File: src/rtl/mult_div_unit.sv
// Iterative MIPS multiply/divide unit: WIDTH-cycle shift-add multiply and
// restoring divide on operand magnitudes, with architectural HI/LO registers.
module mult_div_unit #(
  parameter int WIDTH = 32
) (
  input  logic             clock,
  input  logic             reset,
  input  logic             start,
  input  logic [2:0]       op,
  input  logic [WIDTH-1:0] opA,
  input  logic [WIDTH-1:0] opB,
  output logic             busy,
  output logic             done,
  output logic [WIDTH-1:0] hi,
  output logic [WIDTH-1:0] lo
);

  localparam int CW = (WIDTH > 1) ? $clog2(WIDTH) : 1;

  localparam logic [1:0] S_IDLE = 2'd0;
  localparam logic [1:0] S_RUN  = 2'd1;
  localparam logic [1:0] S_FIX  = 2'd2;

  localparam logic [2:0] OP_MTHI = 3'b100;
  localparam logic [2:0] OP_MTLO = 3'b101;

  localparam logic [CW-1:0] LAST_ITER = CW'(WIDTH - 1);

  // Control and architectural state
  logic [1:0]       state_q, state_d;
  logic [CW-1:0]    count_q, count_d;
  logic [WIDTH-1:0] hi_q, hi_d;
  logic [WIDTH-1:0] lo_q, lo_d;
  logic             done_q, done_d;

  // Iteration datapath
  logic [2*WIDTH-1:0] acc_q, acc_d;
  logic [WIDTH:0]     rem_q, rem_d;
  logic [WIDTH-1:0]   b_q, b_d;
  logic [WIDTH-1:0]   a_raw_q, a_raw_d;
  logic               is_div_q, is_div_d;
  logic               neg_res_q, neg_res_d;
  logic               neg_rem_q, neg_rem_d;
  logic               dbz_q, dbz_d;

  // Request decode: op[2]=0 selects MULT/MULTU/DIV/DIVU, op[1] divide, op[0] unsigned
  logic             op_md, op_signed, op_div;
  logic             sign_a, sign_b;
  logic [WIDTH-1:0] mag_a, mag_b;
  logic             accept_md;

  assign op_md     = ~op[2];
  assign op_signed = ~op[0];
  assign op_div    = op[1];
  assign sign_a    = op_signed & opA[WIDTH-1];
  assign sign_b    = op_signed & opB[WIDTH-1];
  assign mag_a     = sign_a ? (~opA + 1'b1) : opA;
  assign mag_b     = sign_b ? (~opB + 1'b1) : opB;
  assign accept_md = (state_q == S_IDLE) && start && op_md;

  // Multiply step: add multiplicand into the upper half when the LSB is set, then shift right
  logic [WIDTH-1:0]   mul_addend;
  logic [WIDTH:0]     mul_sum;
  logic [2*WIDTH-1:0] mul_next;

  assign mul_addend = acc_q[0] ? b_q : '0;
  assign mul_sum    = {1'b0, acc_q[2*WIDTH-1:WIDTH]} + {1'b0, mul_addend};
  assign mul_next   = {mul_sum, acc_q[WIDTH-1:1]};

  // Divide step: dividend bits leave the top of acc_q[WIDTH-1:0] as quotient bits enter the bottom
  logic [WIDTH:0]   rem_shift;
  logic [WIDTH+1:0] rem_diff;
  logic             q_bit;
  logic [WIDTH:0]   rem_next;
  logic [WIDTH-1:0] quo_next;

  assign rem_shift = {rem_q[WIDTH-1:0], acc_q[WIDTH-1]};
  assign rem_diff  = {1'b0, rem_shift} - {2'b00, b_q};
  assign q_bit     = ~rem_diff[WIDTH+1];
  assign rem_next  = q_bit ? rem_diff[WIDTH:0] : rem_shift;
  assign quo_next  = {acc_q[WIDTH-2:0], q_bit};

  // Sign correction applied in FIX
  logic [2*WIDTH-1:0] product;
  logic [WIDTH-1:0]   quotient;
  logic [WIDTH-1:0]   remainder;

  assign product   = neg_res_q ? (~acc_q + 1'b1) : acc_q;
  assign quotient  = neg_res_q ? (~acc_q[WIDTH-1:0] + 1'b1) : acc_q[WIDTH-1:0];
  assign remainder = neg_rem_q ? (~rem_q[WIDTH-1:0] + 1'b1) : rem_q[WIDTH-1:0];

  always_comb begin
    // NOTE: every output of this block is given a default first, so no path leaves it unassigned and no latch is inferred.
    state_d = state_q;
    count_d = count_q;
    hi_d    = hi_q;
    lo_d    = lo_q;
    done_d  = 1'b0;

    case (state_q)
      S_IDLE: begin
        if (start) begin
          if (op_md) begin
            state_d = S_RUN;
            count_d = '0;
          end else if (op == OP_MTHI) begin
            hi_d = opA;
          end else if (op == OP_MTLO) begin
            lo_d = opA;
          end
        end
      end
      S_RUN: begin
        if (count_q == LAST_ITER) begin
          state_d = S_FIX;
          count_d = '0;
        end else begin
          count_d = count_q + 1'b1;
        end
      end
      S_FIX: begin
        state_d = S_IDLE;
        done_d  = 1'b1;
        if (!is_div_q) begin
          {hi_d, lo_d} = product;
        end else if (dbz_q) begin
          hi_d = a_raw_q;
          lo_d = '1;
        end else begin
          hi_d = remainder;
          lo_d = quotient;
        end
      end
      default: state_d = S_IDLE;
    endcase
  end

  always_comb begin
    acc_d     = acc_q;
    rem_d     = rem_q;
    b_d       = b_q;
    a_raw_d   = a_raw_q;
    is_div_d  = is_div_q;
    neg_res_d = neg_res_q;
    neg_rem_d = neg_rem_q;
    dbz_d     = dbz_q;

    if (accept_md) begin
      acc_d     = {{WIDTH{1'b0}}, mag_a};
      rem_d     = '0;
      b_d       = mag_b;
      a_raw_d   = opA;
      is_div_d  = op_div;
      neg_res_d = sign_a ^ sign_b;
      neg_rem_d = sign_a;
      dbz_d     = op_div && (opB == '0);
    end else if (state_q == S_RUN) begin
      if (is_div_q) begin
        acc_d = {acc_q[2*WIDTH-1:WIDTH], quo_next};
        rem_d = rem_next;
      end else begin
        acc_d = mul_next;
      end
    end
  end

  // NOTE: sequential state uses non-blocking assignments so every flop samples pre-edge values.
  always_ff @(posedge clock or posedge reset) begin
    if (reset) begin
      state_q <= S_IDLE;
      count_q <= '0;
      hi_q    <= '0;
      lo_q    <= '0;
      done_q  <= 1'b0;
    end else begin
      state_q <= state_d;
      count_q <= count_d;
      hi_q    <= hi_d;
      lo_q    <= lo_d;
      done_q  <= done_d;
    end
  end

  // NOTE: datapath registers carry no reset; they are always loaded on acceptance before being read.
  always_ff @(posedge clock) begin
    acc_q     <= acc_d;
    rem_q     <= rem_d;
    b_q       <= b_d;
    a_raw_q   <= a_raw_d;
    is_div_q  <= is_div_d;
    neg_res_q <= neg_res_d;
    neg_rem_q <= neg_rem_d;
    dbz_q     <= dbz_d;
  end

  assign busy = (state_q != S_IDLE);
  assign done = done_q;
  assign hi   = hi_q;
  assign lo   = lo_q;

endmodule

File: config.mk
export PLATFORM = sky130hd
export DESIGN_NAME = mult_div_unit
export DESIGN_NICKNAME = d
export VERILOG_FILES = /design/src/rtl/mult_div_unit.sv
export SDC_FILE = /design/constraint.sdc
export NUM_CORES = 1
export LEC_CHECK = 0
export CAP_MARGIN = 20
export CORE_ASPECT_RATIO = 0.75
export CORE_MARGIN = 2
export CORE_UTILIZATION = 64
export CTS_CLUSTER_SIZE = 25
export DETAILED_ROUTE_END_ITERATION = 10
export PLACE_DENSITY = 0.87
export SETUP_SLACK_MARGIN = 0.1
export SYNTH_ARGS = -nofsm -noshare
export SYNTH_HDL_FRONTEND = slang
export SYNTH_SLANG_ARGS = --single-unit
File: constraint.sdc
create_clock -name clock -period 8.1 [get_ports clock]
set_input_delay 0.81 -clock clock [delete_from_list [all_inputs] [get_ports clock]]
set_output_delay 0.81 -clock clock [all_outputs]
set_load 0.02 [all_outputs]
Yosys cells after proc, flatten, opt, wreduce, memory -nomap -nowiden
Cells that the tools add are included.

Add/subtract/negate cells: 8. Equality and inequality tests: 12. Mux-type cells: 32. Bitwise operators: 12. Reductions and logical operators: 15.

Operators by type and width (number): $mux 32 (20); $add 32x1->32 const B (4); $not 32->32 (4); $pmux 32 s2 (2); $add 64x1->64 const B (1); $mux 64 (1); $not 64->64 (1); $sub 33x32->34 (1); $add 32x32->33 (1); $logic_not 32->1 (1); $mux 5 (3); $ne 2x2->1 const B (5); $pmux 5 s2 (1); $reduce_bool 2->1 (4); $eq 3x3->1 const B (2); $mux 2 (3); $reduce_and 3->1 (2); $add 5x1->5 const B (1); $eq 5x5->1 const B (1); $reduce_and 5->1 (1); $ne 2x1->1 const B (2); $not 1->1 (4); $pmux 2 s2 (1); $reduce_and 2->1 (2); 8 further kinds (11).

Bits in registers: 236. Input port bits: 70. Output and inout bits: 66. Word-level logic and storage cells: 93.

Logic depth before layout (Yosys ltp)
Gate-level depths: netlist of run 1.

Depth in word-level cells: 6. Gate-level depth with buffers: 14.

Least setup slack after synthesis of run 1
No wires, ideal clock.

Path kind: input port to flip-flop. From: in op[2]. To: reg a_raw_q[0], enable pin. Setup time: 0.459 ns. Data arrival time: 3.710 ns. Required time: 7.641 ns. Path slack: 3.932 ns. Cell stages on the path: 4. Path buffers: 2. Cells stage by stage: or3b_2 inv_2 clkbuf_1 clkbuf_1.

Cells in the longest elaborated chain, start to end: 2.

Ends and longest elaborated chain: start, declared (line 9) `input logic [2:0] op,`; $not 1->1 (line 52) `assign op_md = ~op[2];`; $logic_and 1x1->1 (line 59) `assign accept_md = (state_q == S_IDLE) && start && op_md;`; named net accept_md (line 50) `logic accept_md;`; end signal, assigned (line 189) `a_raw_q <= a_raw_d;`; end, declared (line 40) `logic [WIDTH-1:0] a_raw_q, a_raw_d;`.

The timed path passes the listed nets, and every way through them passes these cells. A chain may end at the register's enable or synchronous reset.

Worst setup path in the final report of run 1
From: reg acc_q[0]. To: reg acc_q[63].

Cells in the longest elaborated chain, start to end: 2.

Ends and longest elaborated chain: start, declared (line 37) `logic [2*WIDTH-1:0] acc_q, acc_d;`; start signal, assigned (line 186) `acc_q <= acc_d;`; $mux 32 (line 66) `assign mul_addend = acc_q[0] ? b_q : '0;`; $add 32x32->33 (line 67) `assign mul_sum = {1'b0, acc_q[2*WIDTH-1:WIDTH]} + {1'b0, mul_addend};`.

Every way passes these cells.

==> results.ini, run 1 <==
[status]
status=complete, no violations

[cts]
ctsRootBufferMaster=clkbuf_16
htreeDepth=1
post_cts_resize_count=0
clk_latency_ps=530
postCtsSetupBuffers=0
clk_path_buf_depth=3
cts_buffers=25
clock_sinks=236
clk_pin_slew_ps=60
postCtsHoldBufs=0
tritoncts=done

[routing]
via_count=15687
wire_per_inst_um=21.47
dr.pass1.iters=8
first_iter_violations=2080
ant_nets=0
routed_via_density=6.690
post-route-drc-count=0
wl_um=50360

[floorplanning]
die_y_um=142.5
rows=50
core_mm2=0.02502
start_util_pct=65.37
num_io_pins=136
fp.dieArea_mm2=0.02687
fp.dieW_um=188.6

[worst_setup_path]
worstSetupPathType=register to register
crit_arrival_ps=4750
cp-end-kind=register
crit_required_ps=8500
crit_fanout=32
worst_setup_path_start_kind=register
r2r_start=acc_q[0]$_DFFE_PP_
critPathLaunch=acc_q[0]$_DFFE_PP_

[global_routing]
grt_max_degree=92
grt_overflow_total=0
grt_pass1_vias=14514
track_usage_pct=37.08
grt_pass1_wl_um=79670
antenna_found_initial=1

[synth]
yosysWarnings=0
synth_area_mm2=0.01636
synth_area_per_cell_um2=8.577
netlist_instances=1907
yosys.cell_types.count=75
ys.flop_type=edfxtp_1
syn-num-nets=2049
yosys_register_bits=236
synth-edff-count=100
synth-async-reset-ratio_pct=30.51
ys_seq_area_share_pct=37.21

[place]
routabilityCongestion=1.017
port_buffers=135
hpwlAfterDp_um=36890

[power]
vdd_ir_drop_max_v=0.0002402
p_per_area_mw_per_mm2=377.2
total_power_mw=7.072
leakagePower_nw=7.471

[cells_and_area]
final_nets=2131
n_fill_cell=1886
final_common_cell=nand2_1
register_area_mm2=0.006086
multi_input_area_mm2=0.009666
insertedDiodeCount=0
final_cell_mix=nand2_1 (226), o21ai_0 (211), a21oi_1 (140)
drive_above_1_share_pct=4.584
syn2layout_area_growth_pct=14.62

[timing]
hold_viol=0
timing.slew.headroom_pct=30.65
rsz0062_at_grt=false
worst_slew_pin_slew_ps=1036
drv_slew=0
post-route-period-util_pct=53.80
fmax_mhz=229.5
setup_viol=0
post-route-min-period_ps=4358
fin_worst_skew_ps=11.65
fin_tns_setup_ps=0

[hold_path]
hold_start=lo[24]$_DFFE_PP0P_
hp-class=register to register

[run]
cap_viol_max_count=0

==> state kept, by name (all words and copies together), names as in the netlist <==
signal and cells:
a_raw_q 32, acc_q 64, b_q 32, count_q 5
dbz_q 1, done 1, hi 32, is_div_q 1
lo 32, neg_rem_q 1, neg_res_q 1, rem_q 32
state_q 2
==> worst max-delay path, stage by stage, from the launching register on <==
cell	delay (ps)
edfxtp_1	490
inv_1	790
nor2_1	210
fa_1	510
a211oi_1	340
o21ai_0	250
nand4_1	230
nand3_1	180
a211o_1	320
o211ai_1	150
o21ai_0	210
a2111oi_0	430
nor3_1	100
==> metrics by stage <==
stage	utilization, %	area (um^2)	hold WS, ps	setup slack, ps	cells
2_1_floorplan	-	16360	454.3	3932	1907
3_5_place_dp	71.43	17870	470.2	3866	2297
4_1_cts	74.67	18690	483.9	3881	2342
3_3_place_gp	71.43	17870	462.5	3983	2297
5_1_grt	74.92	18750	504.9	3376	2345
6_report	74.92	18750	480.0	3742	2345
==> path summary, 6_finish.rpt <==
kind                                               end  slack [ps]  cells after the start
worst max register to register  acc_q[63]$_SDFFE_PP0P_        3740                     12
min in group asynchronous            lo[8]$_DFFE_PP0P_         920                      3
worst min-delay path                lo[24]$_DFFE_PP0P_         480                      2
worst min register to register      lo[24]$_DFFE_PP0P_         480                      2
max in group asynchronous       count_q[4]$_DFFE_PP0P_        6520                      3
worst max-delay path            acc_q[63]$_SDFFE_PP0P_        3740                     12
==> per-layer routing <==
| metal | vias up | track usage (%) | part of all wire, % |
|---|---|---|---|
| li1 | 7157 | - | - |
| met1 | 7353 | 54.41 | 42 |
| met2 | 1041 | 55.86 | 43 |
| met3 | 136 | 6.509 | 12 |
| met4 | 0 | 11.43 | 3.4 |
| met5 | - | 0 | 0 |
==> kinds of logic after synthesis <==
kind of cell	Yosys count	share of synthesized area (%)
AND/OR/NAND/NOR	590	17.13
multiplexers	48	2.937
AO/OA/AOI/OAI	609	23.09
XOR/XNOR	193	10.33
adder cells (fa/ha/maj)	72	5.599
flip-flops	236	37.21
buffers and inverters	159	3.702
==> Yosys cell counts (6+ instances only) <==
library cell | count | area (um^2)
a21o_1 | 29 | 217.7
inv_1 | 59 | 221.5
clkbuf_1 | 90 | 337.8
dfrtp_1 | 72 | 1802
and3_1 | 12 | 75.07
or2_2 | 12 | 75.07
o21a_1 | 13 | 97.59
dfxtp_1 | 64 | 1281
nand2_1 | 226 | 848.3
o221ai_1 | 12 | 105.1
ha_1 | 70 | 875.8
xor2_1 | 85 | 744.5
nand2b_1 | 24 | 150.1
o21ai_0 | 211 | 1056
o22ai_1 | 41 | 256.5
xnor2_1 | 108 | 945.9
o31ai_1 | 37 | 277.8
o41ai_1 | 21 | 183.9
a221oi_1 | 10 | 87.58
a211oi_1 | 15 | 112.6
nor2_1 | 130 | 488.0
edfxtp_1 | 100 | 3003
a31oi_1 | 12 | 75.07
nand4_1 | 11 | 68.82
nand3_1 | 36 | 180.2
nor3_1 | 30 | 150.1
a31o_2 | 6 | 52.55
or4_1 | 17 | 127.6
and2_1 | 9 | 56.30
buf_1 | 7 | 26.28
mux2i_1 | 48 | 480.5
a21oi_1 | 140 | 700.7
nor2b_1 | 13 | 81.33
nor4_1 | 20 | 125.1
or3_1 | 28 | 175.2
a32oi_1 | 7 | 61.31
o211ai_1 | 9 | 67.56
==> power by group <==
part	switching (mW)	leakage [nW]	internal (mW)
clock network	0.498	0.399	0.666
logic	2.02	4.70	1.54
registers	0.594	2.37	1.75
total	3.12	7.47	3.96
==> cell type report <==
cell class | instances | share of cell area, %
clock buffers | 37 | 3.958
clock inverters | 8 | 0.3737
inverters | 60 | 1.215
multi-input cells | 1512 | 51.55
flip-flops and latches | 236 | 32.46
well taps | 338 | 2.256
repair buffers | 154 | 8.182
No activity file was read; power rests on OpenSTA's default activity.
==> run 2: changes to the inputs <==
CORE_UTILIZATION = 60   (was 64)
PLACE_DENSITY = 0.82   (was 0.87)
clock period = 4.1 ns   (was 8.1 ns; I/O delays follow)
==> run 2 against run 1 <==
Cell area about the same. Via count decreased by 1.1%. Flip-flop and latch count is the same. First-iteration DRC count fell by 9.6%. Cell count is 0.98% higher. Sequential share of layout area about the same.
==> results.ini, run 2 (synthesized netlist as in run 1, its figures left out) <==
[status]
status=complete, no violations

[worst_setup_path]
cp-end-kind=register
path_delay_family=compound AO/OA/AOI/OAI gates
worst_setup_path_start_kind=register
worstSetupPathType=register to register
path_common_cell=o21ai_0
crit_arrival_ps=4160
path_buf_inv=2
critical_path.slowest_cell=edfxtp_1
max_stage_delay_ps=490
cp_cell_sequence=inv_1 -> buf_6 -> nor2_1 -> ha_1 -> a211oi_1 -> o21ai_0 -> nand4_1 -> nand3_1 -> a211o_1 -> o211ai_1 -> o21ai_0 -> a2111oi_1 -> nor3_1
crit_required_ps=4500
crit_fanout=30

[cts]
clk_pin_slew_ps=60
clock_sinks=236
postCtsSetupBuffers=0
cts_buffers=25
ctsRootBufferMaster=clkbuf_16
clk_path_buf_depth=3
tritoncts=done
clk_latency_ps=530
htreeDepth=1

[routing]
ant_nets=0
wl_um=49210
first_iter_violations=1881
dr.pass1.iters=5
wire_per_inst_um=20.78
routed_via_density=6.551
post-route-drc-count=0
via_count=15512

[timing]
timing.slew.headroom_pct=31.00
post-route-min-period_ps=3758
setup_viol=0
rsz0062_at_grt=false
post-route-period-util_pct=91.66
fin_tns_setup_ps=0
drv_slew=0
fin_worst_skew_ps=8.952
hold_viol=0
fmax_mhz=266.1
worst_slew_pin_slew_ps=1035

[cells_and_area]
final_common_cell=nand2_1
drive_above_1_share_pct=4.660
syn2layout_area_growth_pct=14.53
n_fill_cell=2160
final_nets=2141
final_area_mm2=0.01873
final_cell_mix=nand2_1 (226), o21ai_0 (211), a21oi_1 (140)
insertedDiodeCount=0
largest_reg_flops=64
regMostFlops=acc_q

[global_routing]
grt_max_degree=65
grt_pass1_vias=14622
grt_pass1_wl_um=79210
antenna_found_initial=2
grt_overflow_total=0
track_usage_pct=34.33

[floorplanning]
rows=52
fp.dieArea_mm2=0.02861
core_mm2=0.02687
fp.dieW_um=194.7
num_io_pins=136
start_util_pct=60.87
die_y_um=147.0

[place]
place_area_mm2=0.01798
hpwlAfterDp_um=37180
routabilityCongestion=1.028
port_buffers=135

[power]
leakagePower_nw=7.465
vdd_ir_drop_max_v=0.0004289
p_per_area_mw_per_mm2=733.6

[run]
cap_viol_max_count=0

[hold_path]
hp-class=primary input to asynchronous set/reset pin

==> run 2: cell count changes in the layout (fill, tap and decap cells not counted), sizes merged <==
cell	previous run	this run
bufinv	1	0
inv	61	60
clkinv	5	6
clkinvlp	1	0
buf	19	29
clkbuf	37	39
==> run 2: final cells by class <==
| class | count | area (um^2) | share of cell area (%) |
|---|---|---|---|
| multi-input combinational | 1512 | 9667 | 51.60 |
| sequential | 236 | 6086 | 32.49 |
| timing repair buffer | 164 | 1573 | 8.395 |
| clock buffer | 39 | 718.2 | 3.834 |
| tap | 351 | 439.2 | 2.344 |
| inverter | 60 | 227.7 | 1.216 |
| clock inverter | 6 | 23.77 | 0.1269 |
==> run 2: path summary, 6_finish.rpt <==
check,from,endpoint,slack [ps],depth (start not counted)
setup / recovery,acc_q[0]$_DFFE_PP_,acc_q[63]$_SDFFE_PP0P_,340,13
hold / removal,reset,lo[7]$_DFFE_PP0P_,270,2
setup reg to reg,acc_q[0]$_DFFE_PP_,acc_q[63]$_SDFFE_PP0P_,340,13
hold reg to reg,lo[1]$_DFFE_PP0P_,lo[1]$_DFFE_PP0P_,480,2
max in group asynchronous,reset,lo[31]$_DFFE_PP0P_,3000,3
min in group clock,lo[1]$_DFFE_PP0P_,lo[1]$_DFFE_PP0P_,480,2
==> run 2: stage by stage <==
stage / utilization [%] / power, mW / hold WS [ps] / cells / worst slack (ps)
after floorplan: - / 9.096 / 454.3 / 1907 / 856.6
after global placement: 66.91 / 11.14 / 461.2 / 2322 / 400.5
after global routing: 69.72 / 14.63 / 333.3 / 2368 / 101.9
final: 69.72 / 13.74 / 272.1 / 2368 / 341.9
after CTS: 69.67 / 13.58 / 290.1 / 2367 / 324.3
after detailed placement: 66.91 / 11.41 / 468.7 / 2322 / 220.7
==> run 2: repair_timing <==
| item | CTS | global route |
|---|---|---|
| endpoints found under the setup margin | 0 | 1 |
| resized for setup | 0 | 2 |
| hold buffers | 0 | 0 |
==> run 2: where the power goes <==
part           internal [mW]  switching (mW)  leakage [nW]
Clock                   1.19           0.959         0.360
Sequential              3.45            1.18          2.37
Combinational           3.03            3.93          4.73
==> run 2: per-layer routing <==
metal  wire length, um  part of all wire [%]  vias up  track usage (%)
li1                  -                     -     7193                -
met5                13                 0.026        -                0
met4              1572                   3.2        2            10.42
met1             21510                    44     7323            50.23
met2             21100                    43      875            52.22
met3              5017                    10      119            5.808
